**config.mk**
```make
export PLATFORM = sky130hd
export DESIGN_NAME = clock_set_ctrl
export DESIGN_NICKNAME = d
export VERILOG_FILES = /design/src/rtl/clock_set_ctrl.sv
export SDC_FILE = /design/constraint.sdc
export NUM_CORES = 1
export LEC_CHECK = 0
export CAP_MARGIN = 0
export CORE_ASPECT_RATIO = 0.75
export CORE_MARGIN = 3
export CORE_UTILIZATION = 61
export CTS_BUF_LIST = sky130_fd_sc_hd__clkbuf_16
export DETAILED_ROUTE_END_ITERATION = 12
export GPL_ROUTABILITY_DRIVEN = 0
export PLACE_DENSITY = 0.82
export SETUP_SLACK_MARGIN = 0.1
export SLEW_MARGIN = 0
export SYNTH_ARGS = -nofsm -noshare
export SYNTH_HDL_FRONTEND = slang
export SYNTH_SLANG_ARGS = --single-unit
export TNS_END_PERCENT = 20
```
**constraint.sdc**
```tcl
create_clock -name clk -period 3.95 [get_ports clk]
set_clock_uncertainty 0.1 [all_clocks]
set_input_delay 0.5925 -clock clk [delete_from_list [all_inputs] [get_ports clk]]
set_output_delay 0.5925 -clock clk [all_outputs]
set_load 0.02 [all_outputs]
```
**src/rtl/clock_set_ctrl.sv**
```systemverilog
// rtl/clock_set_ctrl.sv - run/set mode controller for the HH:MM:SS clock datapath
// Owns the set-mode FSM, step strobes, inc auto-repeat, idle timeout and digit blink mask.
module clock_set_ctrl #(
   parameter int BLINK_CYCLES = 25_000_000,
   parameter int HOLD_CYCLES  = 50_000_000,
   parameter int RPT_CYCLES   = 10_000_000,
   parameter int TIMEOUT_S    = 10
) (
   input  logic       clk,
   input  logic       rst,
   input  logic       tick_1hz,
   input  logic       key_mode,
   input  logic       key_sel,
   input  logic       key_inc,
   input  logic       key_inc_lvl,
   output logic       run_tick,
   output logic       inc_h,
   output logic       inc_m,
   output logic       clr_s,
   output logic [5:0] blink_mask,
   output logic [1:0] mode
);

   localparam int BW = $clog2(BLINK_CYCLES + 1);
   localparam int HW = $clog2(HOLD_CYCLES + 1);
   localparam int RW = $clog2(RPT_CYCLES + 1);
   localparam int IW = $clog2(TIMEOUT_S + 1);

   typedef enum logic [1:0] {
      RUN   = 2'b00,
      SET_H = 2'b01,
      SET_M = 2'b10,
      SET_S = 2'b11
   } state_t;

   state_t        state;
   logic [BW-1:0] blink_cnt;
   logic          blink_ph;
   logic [HW-1:0] hold_cnt;
   logic [RW-1:0] rpt_cnt;
   logic          repeating;
   logic [IW-1:0] idle_cnt;

   logic       in_set;
   logic       key_any;
   logic       timeout_hit;
   logic       state_chg;
   logic       inc_pulse;
   logic       rpt_en;
   logic       rpt_fire;
   logic       step_now;
   logic [5:0] sel_pair;

   assign in_set  = (state != RUN);
   assign key_any = key_mode | key_sel | key_inc;
   // Any key activity in the expiry cycle wins over the timeout.
   assign timeout_hit = in_set && (idle_cnt == IW'(TIMEOUT_S)) && !key_any && !key_inc_lvl;
   assign state_chg   = key_mode | (in_set & (key_sel | timeout_hit));
   assign inc_pulse   = in_set & key_inc & ~key_mode & ~key_sel;
   assign rpt_en      = ((state == SET_H) || (state == SET_M)) && key_inc_lvl && !state_chg;
   assign rpt_fire    = rpt_en && (repeating ? (rpt_cnt == RW'(RPT_CYCLES - 1))
                                             : (hold_cnt == HW'(HOLD_CYCLES - 1)));
   assign step_now    = inc_pulse | rpt_fire;
   assign mode        = state;

   always_comb begin
      sel_pair = 6'b000000;
      case (state)
         SET_H:   sel_pair = 6'b110000;
         SET_M:   sel_pair = 6'b001100;
         SET_S:   sel_pair = 6'b000011;
         default: sel_pair = 6'b000000;
      endcase
   end

   always_ff @(posedge clk or posedge rst) begin
      if (rst) begin
         state      <= RUN;
         run_tick   <= 1'b0;
         inc_h      <= 1'b0;
         inc_m      <= 1'b0;
         clr_s      <= 1'b0;
         blink_mask <= 6'b000000;
         blink_cnt  <= '0;
         blink_ph   <= 1'b0;
         hold_cnt   <= '0;
         rpt_cnt    <= '0;
         repeating  <= 1'b0;
         idle_cnt   <= '0;
      end else begin
         run_tick <= tick_1hz && (state == RUN);
         inc_h    <= step_now && (state == SET_H);
         inc_m    <= step_now && (state == SET_M);
         clr_s    <= inc_pulse && (state == SET_S);

         case (state)
            RUN:   if (key_mode) state <= SET_H;
            SET_H: if (key_mode || timeout_hit) state <= RUN; else if (key_sel) state <= SET_M;
            SET_M: if (key_mode || timeout_hit) state <= RUN; else if (key_sel) state <= SET_S;
            default: if (key_mode || timeout_hit) state <= RUN; else if (key_sel) state <= SET_H;
         endcase

         // First strobe after the hold delay, then one per repeat period.
         if (!rpt_en) begin
            hold_cnt  <= '0;
            rpt_cnt   <= '0;
            repeating <= 1'b0;
         end else if (!repeating) begin
            if (hold_cnt == HW'(HOLD_CYCLES - 1)) begin
               hold_cnt  <= '0;
               repeating <= 1'b1;
            end else begin
               hold_cnt <= hold_cnt + 1'b1;
            end
         end else if (rpt_cnt == RW'(RPT_CYCLES - 1)) begin
            rpt_cnt <= '0;
         end else begin
            rpt_cnt <= rpt_cnt + 1'b1;
         end

         if (!in_set || key_any || key_inc_lvl || timeout_hit) idle_cnt <= '0;
         else if (tick_1hz) idle_cnt <= idle_cnt + 1'b1;

         // Restarting the phase on a state change shows the new field first.
         if (state_chg) begin
            blink_cnt <= '0;
            blink_ph  <= 1'b0;
         end else if (blink_cnt == BW'(BLINK_CYCLES - 1)) begin
            blink_cnt <= '0;
            blink_ph  <= ~blink_ph;
         end else begin
            blink_cnt <= blink_cnt + 1'b1;
         end

         blink_mask <= (in_set && !key_inc_lvl && blink_ph) ? sel_pair : 6'b000000;
      end
   end

endmodule
```
# == After elaboration in Yosys (flattened, before gate mapping) ==
# Cells that the tools add are included.
# totals
register_bits,93
latch_bits,0
n_memories,0
ramBits,0
rom_bits,0
in_bits,7
elab_cells,93
# op_classes
add_sub_neg,4
eq_ne,12
n_mux,26
bitwise,12
multipliers,0
n_reduce_logical,27
order_cmp,0
n_div,0
shifts,0
# ops
cell,n
two-way mux 26 bit,3
two-way mux 24 bit,3
two-way mux 25 bit,2
adder 26 x 1 -> 26 bit (second input constant),1
equality test 26 bit (second input constant),1
adder 25 x 1 -> 25 bit (second input constant),1
equality test 25 bit (second input constant),1
adder 24 x 1 -> 24 bit (second input constant),1
equality test 24 bit (second input constant),1
one-hot mux 6 bit (3 select lines),1
two-way mux 2 bit,7
logical AND 1 bit,12
two-way mux 4 bit,2
two-way mux 1 bit,6
two-way mux 6 bit,1
!= test 2 bit (second input constant),3
!= test 3 x 2 -> 1 bit (second input constant),2
one-hot mux 2 bit (3 select lines),1
nonzero test 2 bit,3
logical OR 1 bit,5
bitwise OR 1 bit,5
adder 4 x 1 -> 4 bit (second input constant),1
bitwise AND 1 bit,4
equality test 2 bit (second input constant),2
other kinds (7),12

# == Depth between registers and ports, before layout ==
# Gate-level depths: netlist (run 1).
# depth
depth_word,13
mapped_depth,9
mapped_depth_nobuf,8

# == Worst setup path before layout (run 1) ==
# Ideal clock, no wire load.
# synth_path
path_type,register -> register
from,register state[1] (netlist: mode[1])
to,register blink_cnt[11]
arrival_ns,2.212
setup_time_ns,0.132
period_less_slack_ns,2.444
stages_incl_launch_ff,9
setup_slack_ns,1.506
path_buffers,2
cell_sequence,dfrtp_1 > inv_1 > ha_1 > or4_1 > nand2_1 > or2_2 > clkbuf_1 > clkbuf_1 > nor2_1
# synth_between
elab_chain_cells,8
# synth_rtl
element,line_no,rtl
from (decl),36,state_t state;
from (signal assigned),78,state <= RUN;
from (signal assigned),97,RUN: if (key_mode) state <= SET_H;
from (signal assigned),98,SET_H: if (key_mode || timeout_hit) state <= RUN; else if (key_sel) state <= SET_M;
nonzero test 2 bit *,54,assign in_set = (state != RUN);
logical AND 1 bit (3 in a row),57,assign timeout_hit = in_set && (idle_cnt == IW'(TIMEOUT_S)) && !key_any && !key_inc_lvl;
bitwise OR 1 bit,58,assign state_chg = key_mode | (in_set & (key_sel | timeout_hit));
bitwise AND 1 bit *,58,
bitwise OR 1 bit *,58,
two-way mux 25 bit *,125,if (state_chg) begin
to (signal assigned),132,blink_cnt <= blink_cnt + 1'b1;
to (decl),37,logic [BW-1:0] blink_cnt;
# Every way passes the cells marked *; elsewhere a longest branch is shown, timed or not.
# A chain may end at the register's enable or synchronous reset.

# == Final worst setup path (run 1) ==
# layout_path
from,register rpt_cnt[16]
to,register rpt_cnt[3]
# layout_between
elab_chain_cells,4
# layout_rtl
element,line_no,rtl
from (decl),40,logic [RW-1:0] rpt_cnt;
from (signal assigned),118,rpt_cnt <= rpt_cnt + 1'b1;
equality test 24 bit,115,end else if (rpt_cnt == RW'(RPT_CYCLES - 1)) begin
two-way mux 24 bit,115,
two-way mux 24 bit,108,end else if (!repeating) begin
two-way mux 24 bit,104,if (!rpt_en) begin
# Every way passes these cells. The select of a mux whose other input is x is not followed.

==> results of run 1 <==
[routing by layer]
layer / vias up / global-route usage, % / part of all wire [%]
met5: - / 0 / 0
met4: 0 / 6.91 / 0.86
met3: 10 / 5.41 / 8.3
met2: 187 / 35.7 / 45
met1: 1918 / 38.1 / 46
li1: 1941 / - / -
[worst paths after layout]
check | endpoint | depth (start not counted) | start
setup reg to reg | rpt_cnt[3]$_DFFE_PP0P_ | 7 | rpt_cnt[16]$_DFFE_PP0P_
setup / recovery | rpt_cnt[3]$_DFFE_PP0P_ | 7 | rpt_cnt[16]$_DFFE_PP0P_
min in group asynchronous | blink_cnt[1]$_DFF_PP0_ | 2 | rst
hold / removal | blink_cnt[0]$_DFF_PP0_ | 1 | blink_cnt[0]$_DFF_PP0_
hold reg to reg | blink_cnt[0]$_DFF_PP0_ | 1 | blink_cnt[0]$_DFF_PP0_
max in group asynchronous | mode[1]$_DFFE_PP0P_ | 3 | rst
[critical path: cells and delay by family (launching register included)]
kind                   cells  cell delay, ns
AO/OA/AOI/OAI              2            0.30
AND/OR/NAND/NOR            4            1.58
buffers and inverters      1            0.31
flip-flops                 1            0.45
[power groups by stage]
stage | combinational, mW | sequential (mW) | clock [mW]
finish | 0.245 | 0.974 | 0.719
global route | 0.269 | 0.976 | 0.777
CTS | 0.244 | 0.973 | 0.736
detailed placement | 0.242 | 0.989 | 0
global placement | 0.235 | 0.986 | 0
floorplan | 0.147 | 0.997 | 0
[area by class of cell]
type | instances | area (um2)
inverter | 13 | 50.0
sequential | 90 | 2250
timing repair buffer | 24 | 225
tap | 101 | 126
clock buffer | 9 | 225
clock inverter | 4 | 15.0
fill | 581 | 2210
multi-input combinational | 411 | 2460
[metrics by stage]
step	setup WS (ns)	area [um2]	cells	hold WS [ns]	power (mW)
after floorplan	0.922	4880	540	0.361	1.14
after global routing	0.864	5350	652	0.448	2.02
after CTS	1.14	5350	652	0.404	1.95
final	1.07	5350	652	0.401	1.94
after global placement	1.14	5110	639	0.389	1.22
after detailed placement	1.04	5110	639	0.396	1.23
[registers in the layout, summed over array words and instances (netlist names)]
name        count
clr_s           1
idle_cnt        4
blink_mask      3
inc_m           1
rpt_cnt        24
repeating       1
mode            2
blink_cnt      25
hold_cnt       26
run_tick        1
blink_ph        1
inc_h           1
[cell families after synthesis]
logic type	synth area share (%)
simple gates	29.3
compound gates	11.0
flops	46.1
buf+inv	3.64
xor+xnor	6.46
fa+ha+maj	2.82
mux	0.641
[cell usage in the layout (no fill, tap or decap), types with 3 or more instances in the layout]
| master | n |
|---|---|
| xor2_1 | 27 |
| xnor2_1 | 9 |
| o21ai_0 | 32 |
| or2_2 | 3 |
| nor3b_1 | 5 |
| nor3_1 | 9 |
| and3_1 | 20 |
| nand3b_1 | 5 |
| nor4_1 | 6 |
| inv_1 | 14 |
| and4_1 | 9 |
| nor4b_1 | 5 |
| or3_1 | 12 |
| dfrtp_1 | 90 |
| or4_1 | 8 |
| nor2_1 | 75 |
| clkbuf_16 | 9 |
| nand2_1 | 38 |
| nand4_1 | 20 |
| and2_1 | 6 |
| ha_1 | 11 |
| a21oi_1 | 40 |
| nor2b_1 | 3 |
| a31oi_1 | 7 |
| buf_4 | 6 |
| nand3_1 | 32 |
| clkdlybuf4s50_1 | 18 |
| nand4b_1 | 3 |
==> results.md, run 1 <==
- Status: finished clean
- Slowest-stage cell, CP: nor4_2
- Drt pass-1 iters: 5
- CTS sink count: 90
- Initial antenna violation count: 0
- Synth Net Count: 558
- All-Layer GR Usage: 24.9%
- Most numerous cell in the Yosys netlist: dfrtp_1
- Vias in the first global route: 3686
- # resized after CTS: 0
- Tmin final: between 2 and 3 ns
- Port buffer count: 18
- Post CTS Setup Buffer Count: 0
- Leading area contributor after synthesis: dfrtp_1
- Fin nets: 567
- Die area: 9130 um2
- HP Class: flop to flop
- Critical setup path kind: flop to flop
- Worst EP arrival: between 2 and 3 ns
- Post-synthesis async set-or-reset flop share: 100%
- Post-DRT Antenna Nets: 0
- Net Sw Power: 0.506 mW
- CP Launch Type: flop
- DRT Wirelength: approximately 11000 um
- Residual DRC: 0
- Crit. End Element: flop
- Core Area: 7570 um2
- Slew margin rel.: 36.0%
- Die Height: 83.5 um
- Crit-path max FO: 11
- Clk pwr share: 37.1%
- Share of total power in sequential cells: between 50% and 60%
- Slowest stage delay, CP: 0.75 ns
- Diode count: 0
- Seq/Total Area, Yosys: 46.1%
- Fraction of layout cells with a size suffix above 1: around 4.7%
- Synth Warn #: 0
- Worst-margin pin slew: 0.957 ns
- Gate power share: 12.6%
- Iteration-0 DRC Markers: ~450
- Gr ovfl total: 0
- FF-to-FF setup slack: roughly 1.1 ns
- P_int: 1.43 mW
- PwrDens: 362 nW/um2
- Tcrit/Tclk final: between 70 and 80%
- Mapped Area: slightly below 5000 um2
- Area grow syn2layout: 9.61%
- Setup TNS Final: 0 ns
- Final setup vio count: 0
- Num CTS Buffers: 9
- Critical Path, Cell by Cell: and2b_1 -> or4b_4 -> nor4_2 -> buf_4 -> o21ai_0 -> a21oi_1 -> nor2_1
- RSZ-0062 raised after global routing: false
- Max-slew violation count: 0
- CTS Hold Bufs: 0
- Yosys cell types: 52
- Vias/cell: ~6.2
- Number of synthesized flops with an enable pin: 0
- Max Clk Rate: 0.348 GHz
- Fin util: 70.7%
- First-pass GRT wire length: approximately 18000 um
- Max IR drop VDD: about 0.00028 V
- Largest cells by area after synthesis: dfrtp_1 46%, nor2_1 5.8%, xor2_1 4.8%, a21oi_1 4.1%, nand3_1 3.4%
- Synth Instances: 540
- Max clock buf depth: 2
- Die Wd: 109 um
- Largest net degree at the start of global routing: 47
- Vias: 4056
- Root Buffer: clkbuf_16
- Top_reg_cell synth: dfrtp_1
- CTS tree: done
- Leak: 2.16 nW
- Site Rows: 27
- CP required: 4.04 ns
- Synth Area per Inst: 9.04 um2
- Hold Vio Cnt, Final: 0
- Top cells by count, synth: 90 x dfrtp_1, 75 x nor2_1, 40 x a21oi_1
- Max cap viols: 0
- #FFs+latches synth: 90
- Io pins: 19
- Initial Util: 64.5%
- Clock insertion delay at the later pin of the skew report: 0.34 ns
- Sw Share: 26.1%
- Clk slew on worst S/H paths: ~0.060 ns
- Top cell type's share of synthesized area: roughly 46%
- Dpl hpwl: between 7000 and 8000 um
- Wirelength per Cell: 16.3 um
- CTS H-tree depth: 3
Note: power is estimated with default switching activity, not from simulation.
==> inputs of run 2 (changes only) <==
- clock period: 3.95 -> 2.7 ns (I/O delays scaled with it)
==> run 2 against run 1 <==
Against the previous run:
- register-to-register slack lost 0.82 ns
- power is 62% higher
- via count rose by 6.3%
- maximum frequency rose by 18%
- largest cell class unchanged
- flip-flop and latch count is the same
- worst setup slack got worse by 0.82 ns
- critical endpoint is now rpt_cnt[7]$_DFFE_PP0P_
- combinational power grew 73%
- highest routed layer unchanged
==> results.md, run 2 (same netlist as run 1, synthesis figures left out) <==
- Clock insertion delay at the later pin of the skew report: 0.34 ns (about the same)
- Tcrit/Tclk final: 90.5% (+18 points)
- Io pins: 19 (unchanged)
- Site Rows: 27 (unchanged)
- Commonest non-fill, non-tap cell in the layout: dfrtp_1
- Port buffer count: 18 (unchanged)
- Iteration-0 DRC Markers: 396 (-11%)
- Root Buffer: clkbuf_16
- Slew margin rel.: 58.8% (+23 points)
- Final Power: 3.15 mW (+62%)
- Post-DRT Antenna Nets: 0 (unchanged)
- Fin nets: 579 (+2.1%)
- R2r worst-path depth: 7 (unchanged)
- Commonest cells after routing, fill and taps aside: 90 x dfrtp_1, 75 x nor2_1, 39 x a21oi_1
- All-Layer GR Usage: 26.4% (+1.5 points)
- Die Height: 83.5 um (unchanged)
- CTS sink count: 90 (unchanged)
- Worst EP arrival: 2.56 ns (-0.41 ns)
- Final setup vio count: 0 (unchanged)
- HP Class: input pin to asynchronous set/reset pin
- Clk slew on worst S/H paths: 0.06 ns (about the same)
- First-pass GRT wire length: 19500 um (+7.8%)
- Critical setup path kind: flop to flop
- CP Launch Type: flop
- Vias: 4311 (+6.3%)
- Crit-path max FO: 10 (-1)
- Placed cell count: 651 (+1.9%)
- Critical Path, Cell by Cell: and2b_1 -> or4b_4 -> o41ai_4 -> buf_4 -> nor3_1 -> a21oi_1 -> nor2_1
- Setup crit start: rpt_cnt[16]$_DFFE_PP0P_
- CP required: 2.82 ns (-1.22 ns)
- Residual DRC: 0 (unchanged)
- Worst-margin pin slew: 0.616 ns (-0.341 ns)
- Leak: 2.24 nW (+3.9%)
- Top reg by flops: hold_cnt
- Setup TNS Final: 0 ns (unchanged)
- CTS H-tree depth: 3 (unchanged)
- Fraction of layout cells with a size suffix above 1: 7.95% (+3.2 points)
- # resized after CTS: 0 (unchanged)
- Gr ovfl total: 0 (unchanged)
- CTS tree: done
- Finished Layout Cells: 667 (+2.3%)
- Placed instance area: 5220 um2 (+2.1%)
- Slowest stage delay, CP: 0.55 ns (-0.20 ns)
- DRT Wirelength: 11400 um (+7.2%)
- Largest net degree at the start of global routing: 36 (-23%)
- Max IR drop VDD: 0.000415 V (+49%)
- Diode count: 0 (unchanged)
- Tmin final: 2.44 ns (-0.432 ns)
- Wirelength per Cell: 17.1 um (+4.8%)
- Biggest regs: hold_cnt x26, blink_cnt x25, rpt_cnt x24
- Slowest-stage cell, CP: o41ai_4
- Area grow syn2layout: 13.6%
- Max reg flops: 26 (unchanged)
- Max-slew violation count: 0 (unchanged)
- Num CTS Buffers: 9 (unchanged)
- Core Area: 7570 um2 (unchanged)
- Max Clk Rate: 0.409 GHz (+18%)
- Reg2reg start: rpt_cnt[16]$_DFFE_PP0P_
- Die area: 9130 um2 (unchanged)
- Die Wd: 109 um (unchanged)
- Initial Util: 64.5% (unchanged)
- Status: finished clean
- RSZ-0062 raised after global routing: false
- Dpl hpwl: 7690 um (+7.2%)
- Crit. End Element: flop
- Max cap viols: 0 (unchanged)
- Max clock buf depth: 2 (unchanged)
- Hold Vio Cnt, Final: 0 (unchanged)
- Post CTS Setup Buffer Count: 0 (unchanged)
- Vias/cell: 6.46 (+3.9%)
- CTS Hold Bufs: 0 (unchanged)
- Post-route design area: 5550 um2 (+3.7%)
- Initial antenna violation count: 0 (unchanged)
- Vias in the first global route: 4118 (+12%)
- WHS: 0.372 ns (-0.0287 ns)
- PwrDens: 567 nW/um2 (+57%)
- Drt pass-1 iters: 5 (unchanged)
## run 2: area by class of cell
type / instances / area, um2
multi-input cells: 411 / 2470
flip-flops and latches: 90 / 2250
fillers: 546 / 2020
repair buffers: 36 / 328
clock buffers: 9 / 225
well taps: 101 / 126
clock inverters: 7 / 92.6
inverters: 13 / 52.6
## run 2: path summary, 6_finish.rpt
path                                           to  slack [ns]
max                        rpt_cnt[7]$_DFFE_PP0P_        0.26
min                        rpt_cnt[5]$_DFFE_PP0P_        0.37
max reg2reg                rpt_cnt[7]$_DFFE_PP0P_        0.26
min reg2reg                blink_cnt[0]$_DFF_PP0_        0.41
max in group asynchronous  blink_cnt[6]$_DFF_PP0_        1.49
min in group clk           blink_cnt[0]$_DFF_PP0_        0.41
## run 2: critical path: cells and delay by family, from the launching register on
family          cells  cell delay (ns)
buf+inv             1             0.26
simple gates        4             0.85
compound gates      2             0.69
flops               1             0.44
## run 2: through the flow
| stage | setup slack, ns | utilization [%] |
|---|---|---|
| CTS | 0.214 | 73.1 |
| detailed placement | 0.243 | 68.9 |
| global route | 0.122 | 73.3 |
| finish | 0.257 | 73.3 |
| global placement | 0.317 | 68.9 |
| floorplan | 0.256 | - |
## run 2: metal layers
| metal | vias to the layer above | GRT usage, % | share of wire [%] |
|---|---|---|---|
| li1 | 1973 | - | - |
| met1 | 2101 | 38.6 | 45 |
| met2 | 216 | 39.7 | 46 |
| met3 | 21 | 5.10 | 8.4 |
| met4 | 0 | 8.49 | 1.5 |
| met5 | - | 0 | 0 |
## run 2: power breakdown
group | internal, mW | total (mW) | leakage (nW) | switching (mW)
logic | 0.153 | 0.424 | 0.839 | 0.271
clock network | 0.808 | 1.31 | 0.149 | 0.507
registers | 1.38 | 1.41 | 1.25 | 0.0286
total | 2.34 | 3.15 | 2.24 | 0.806
==> inputs of run 3 (changes only) <==
- CORE_MARGIN: 3 -> 4
==> run 3 against run 2 <==
Against the previous run:
- sequential power barely moved
- power fell by 7.9%
- global-route usage fell by 2.0 points
- final area fell by 1.8%
- combinational power fell by 4%
- worst setup slack got worse by 0.0057 ns
- first-iteration DRC count fell by 18%
- final cell count fell by 0.75%
- flip-flop and latch count did not move
- non-clock buffer count fell by 4
- maximum frequency fell by 0.23%
- count of clock-buffer cells in the layout did not move
- critical path type unchanged
==> results.md, run 3 (same netlist as run 1, synthesis figures left out) <==
- Status: finished clean
- Max Clk Rate: 0.408 GHz (-0.23%)
- Setup crit start: mode[1]$_DFFE_PP0P_
- Commonest non-fill, non-tap cell in the layout: dfrtp_1
- FF-to-FF setup slack: 0.25 ns (about the same)
- Fillers: 565 (+3.5%)
- Crit path buffers/inverters: 1 (unchanged)
- Critical setup path kind: flop to flop
- Max-slew violation count: 0 (unchanged)
- PwrDens: 532 nW/um2 (-6.1%)
- Commonest cells after routing, fill and taps aside: 90 x dfrtp_1, 75 x nor2_1, 40 x a21oi_1
- Io pins: 19 (unchanged)
- DRT Wirelength: 11000 um (-3.3%)
- Num CTS Buffers: 9 (unchanged)
- Fin util: 72.0% (-1.4 points)
- Wirelength per Cell: 16.6 um (-2.5%)
- Hold Vio Cnt, Final: 0 (unchanged)
- Slowest-stage cell, CP: or4_1
- Root Buffer: clkbuf_16
- Initial Util: 64.5% (unchanged)
- Fin nets: 575 (-0.69%)
- Crit path max-delay family: simple AND/OR/NAND/NOR gates
- Die area: 9520 um2 (+4.3%)
- Post CTS Setup Buffer Count: 0 (unchanged)
- Critical Path, Cell by Cell: inv_1 -> ha_1 -> or4_1 -> nand2_1 -> or2_2 -> nor2_1
- Clock insertion delay at the later pin of the skew report: 0.34 ns (about the same)
- CTS Hold Bufs: 0 (unchanged)
- Max clock buf depth: 2 (unchanged)
- Worst-margin pin slew: 0.616 ns (-0.000554 ns)
- Crit-path max FO: 24 (+14)
- All-Layer GR Usage: 24.4% (-2.0 points)
- Site Rows: 27 (unchanged)
- R2r worst-path depth: 6 (-1)
- CP required: 2.80 ns (-0.02 ns)
- Die Height: 85.5 um (+2.4%)
- Initial antenna violation count: 0 (unchanged)
- First-pass GRT wire length: 19000 um (-2.9%)
- CTS tree: done
- Final setup vio count: 0 (unchanged)
- Core Area: 7570 um2 (unchanged)
- Port buffer count: 18 (unchanged)
- Max IR drop VDD: 0.000408 V (-1.7%)
- Drt pass-1 iters: 5 (unchanged)
- Max reg flops: 26 (unchanged)
- Area grow syn2layout: 11.5%
- Largest net degree at the start of global routing: 77 (+110%)
- Die Wd: 111 um (+1.8%)
- Top reg by flops: hold_cnt
- Residual DRC: 0 (unchanged)
- Clk slew on worst S/H paths: 0.06 ns (about the same)
- HP Class: input pin to asynchronous set/reset pin
- Biggest regs: hold_cnt x26, blink_cnt x25, rpt_cnt x24
- Leak: 2.20 nW (-1.7%)
- Reg2reg start: mode[1]$_DFFE_PP0P_
- Dpl hpwl: 7450 um (-3.2%)
- CP Launch Type: flop
- WHS: 0.294 ns (-0.0778 ns)
- Vias in the first global route: 3856 (-6.4%)
- Iteration-0 DRC Markers: 323 (-18%)
- # resized after CTS: 0 (unchanged)
- Crit path to: blink_cnt[18]$_DFF_PP0_
- RR Endpoint: blink_cnt[18]$_DFF_PP0_
- Vias/cell: 6.19 (-4.2%)
- Tmin final: 2.45 ns (+0.00567 ns)
- Max cap viols: 0 (unchanged)
- Slew margin rel.: 58.6% (-0.13 points)
- Fraction of layout cells with a size suffix above 1: 6.60% (-1.4 points)
- Tcrit/Tclk final: 90.7% (+0.21 points)
- Gr ovfl total: 0 (unchanged)
- Crit. End Element: flop
- Critical path depth: 6 (-1)
- CTS sink count: 90 (unchanged)
- Slowest stage delay, CP: 0.60 ns (+0.05 ns)
- Vias: 4097 (-5.0%)
- RSZ-0062 raised after global routing: true
- Post-DRT Antenna Nets: 0 (unchanged)
- Setup TNS Final: 0 ns (unchanged)
- Worst EP arrival: 2.55 ns (about the same)
- CTS H-tree depth: 3 (unchanged)
- Diode count: 0 (unchanged)
-- run 3: changes by cell type in the layout (fill, tap and decap cells not counted) --
cell / previous run / this run
inv_1: 12 / 13
a21oi_1: 39 / 40
clkinvlp_4: 3 / 1
a21oi_2: 1 / 0
buf_4: 17 / 13
clkinv_1: 1 / 2
bufinv_16: 2 / 0
or2_2: 2 / 3
or2_4: 1 / 0
inv_6: 1 / 0
clkinv_2: 1 / 3
-- run 3: worst min-delay path by stage --
stage,end,depth (start not counted)
CTS,rpt_cnt[7]$_DFFE_PP0P_,2
detailed placement,blink_cnt[0]$_DFF_PP0_,1
finish,rpt_cnt[7]$_DFFE_PP0P_,2
floorplan,blink_cnt[0]$_DFF_PP0_,1
global placement,blink_cnt[0]$_DFF_PP0_,1
global route,rpt_cnt[0]$_DFFE_PP0P_,2
-- run 3: metrics by stage --
stage	instance area, um2	power (mW)	std cells	worst slack, ns
2_1_floorplan	4890	1.67	540	0.256
3_3_place_gp	5190	1.81	647	0.311
3_5_place_dp	5190	1.82	647	0.256
4_1_cts	5440	2.91	662	0.261
5_1_grt	5450	3.04	662	0.0586
6_report	5450	2.90	662	0.251
-- run 3: report_power, final --
group / internal [mW] / switching [mW]
clock network: 0.603 / 0.481
registers: 1.38 / 0.0291
logic: 0.144 / 0.263
-- run 3: final cells by class --
| cell class | count | area (um2) | area share, % |
|---|---|---|---|
| Clock buffer | 9 | 225 | 4.14 |
| Inverter | 13 | 52.6 | 0.965 |
| Timing Repair Buffer | 32 | 298 | 5.47 |
| Multi-Input combinational cell | 411 | 2470 | 45.3 |
| Clock inverter | 6 | 26.3 | 0.482 |
| Sequential cell | 90 | 2250 | 41.4 |
| Tap cell | 101 | 126 | 2.32 |
-- run 3: worst reg2reg max path, cell delays in order, from the launching register on --
cell,delay [ns]
dfrtp_1,0.49
inv_1,0.14
ha_1,0.24
or4_1,0.61
nand2_1,0.19
or2_2,0.44
nor2_1,0.11
-- run 3: layer usage --
| metal | up-vias | track usage, % | routed length (um) |
|---|---|---|---|
| li1 | 1964 | - | - |
| met5 | - | 0 | 0 |
| met1 | 1992 | 34.6 | 5110 |
| met4 | 0 | 6.30 | 115 |
| met3 | 11 | 5.92 | 731 |
| met2 | 130 | 38.1 | 5060 |
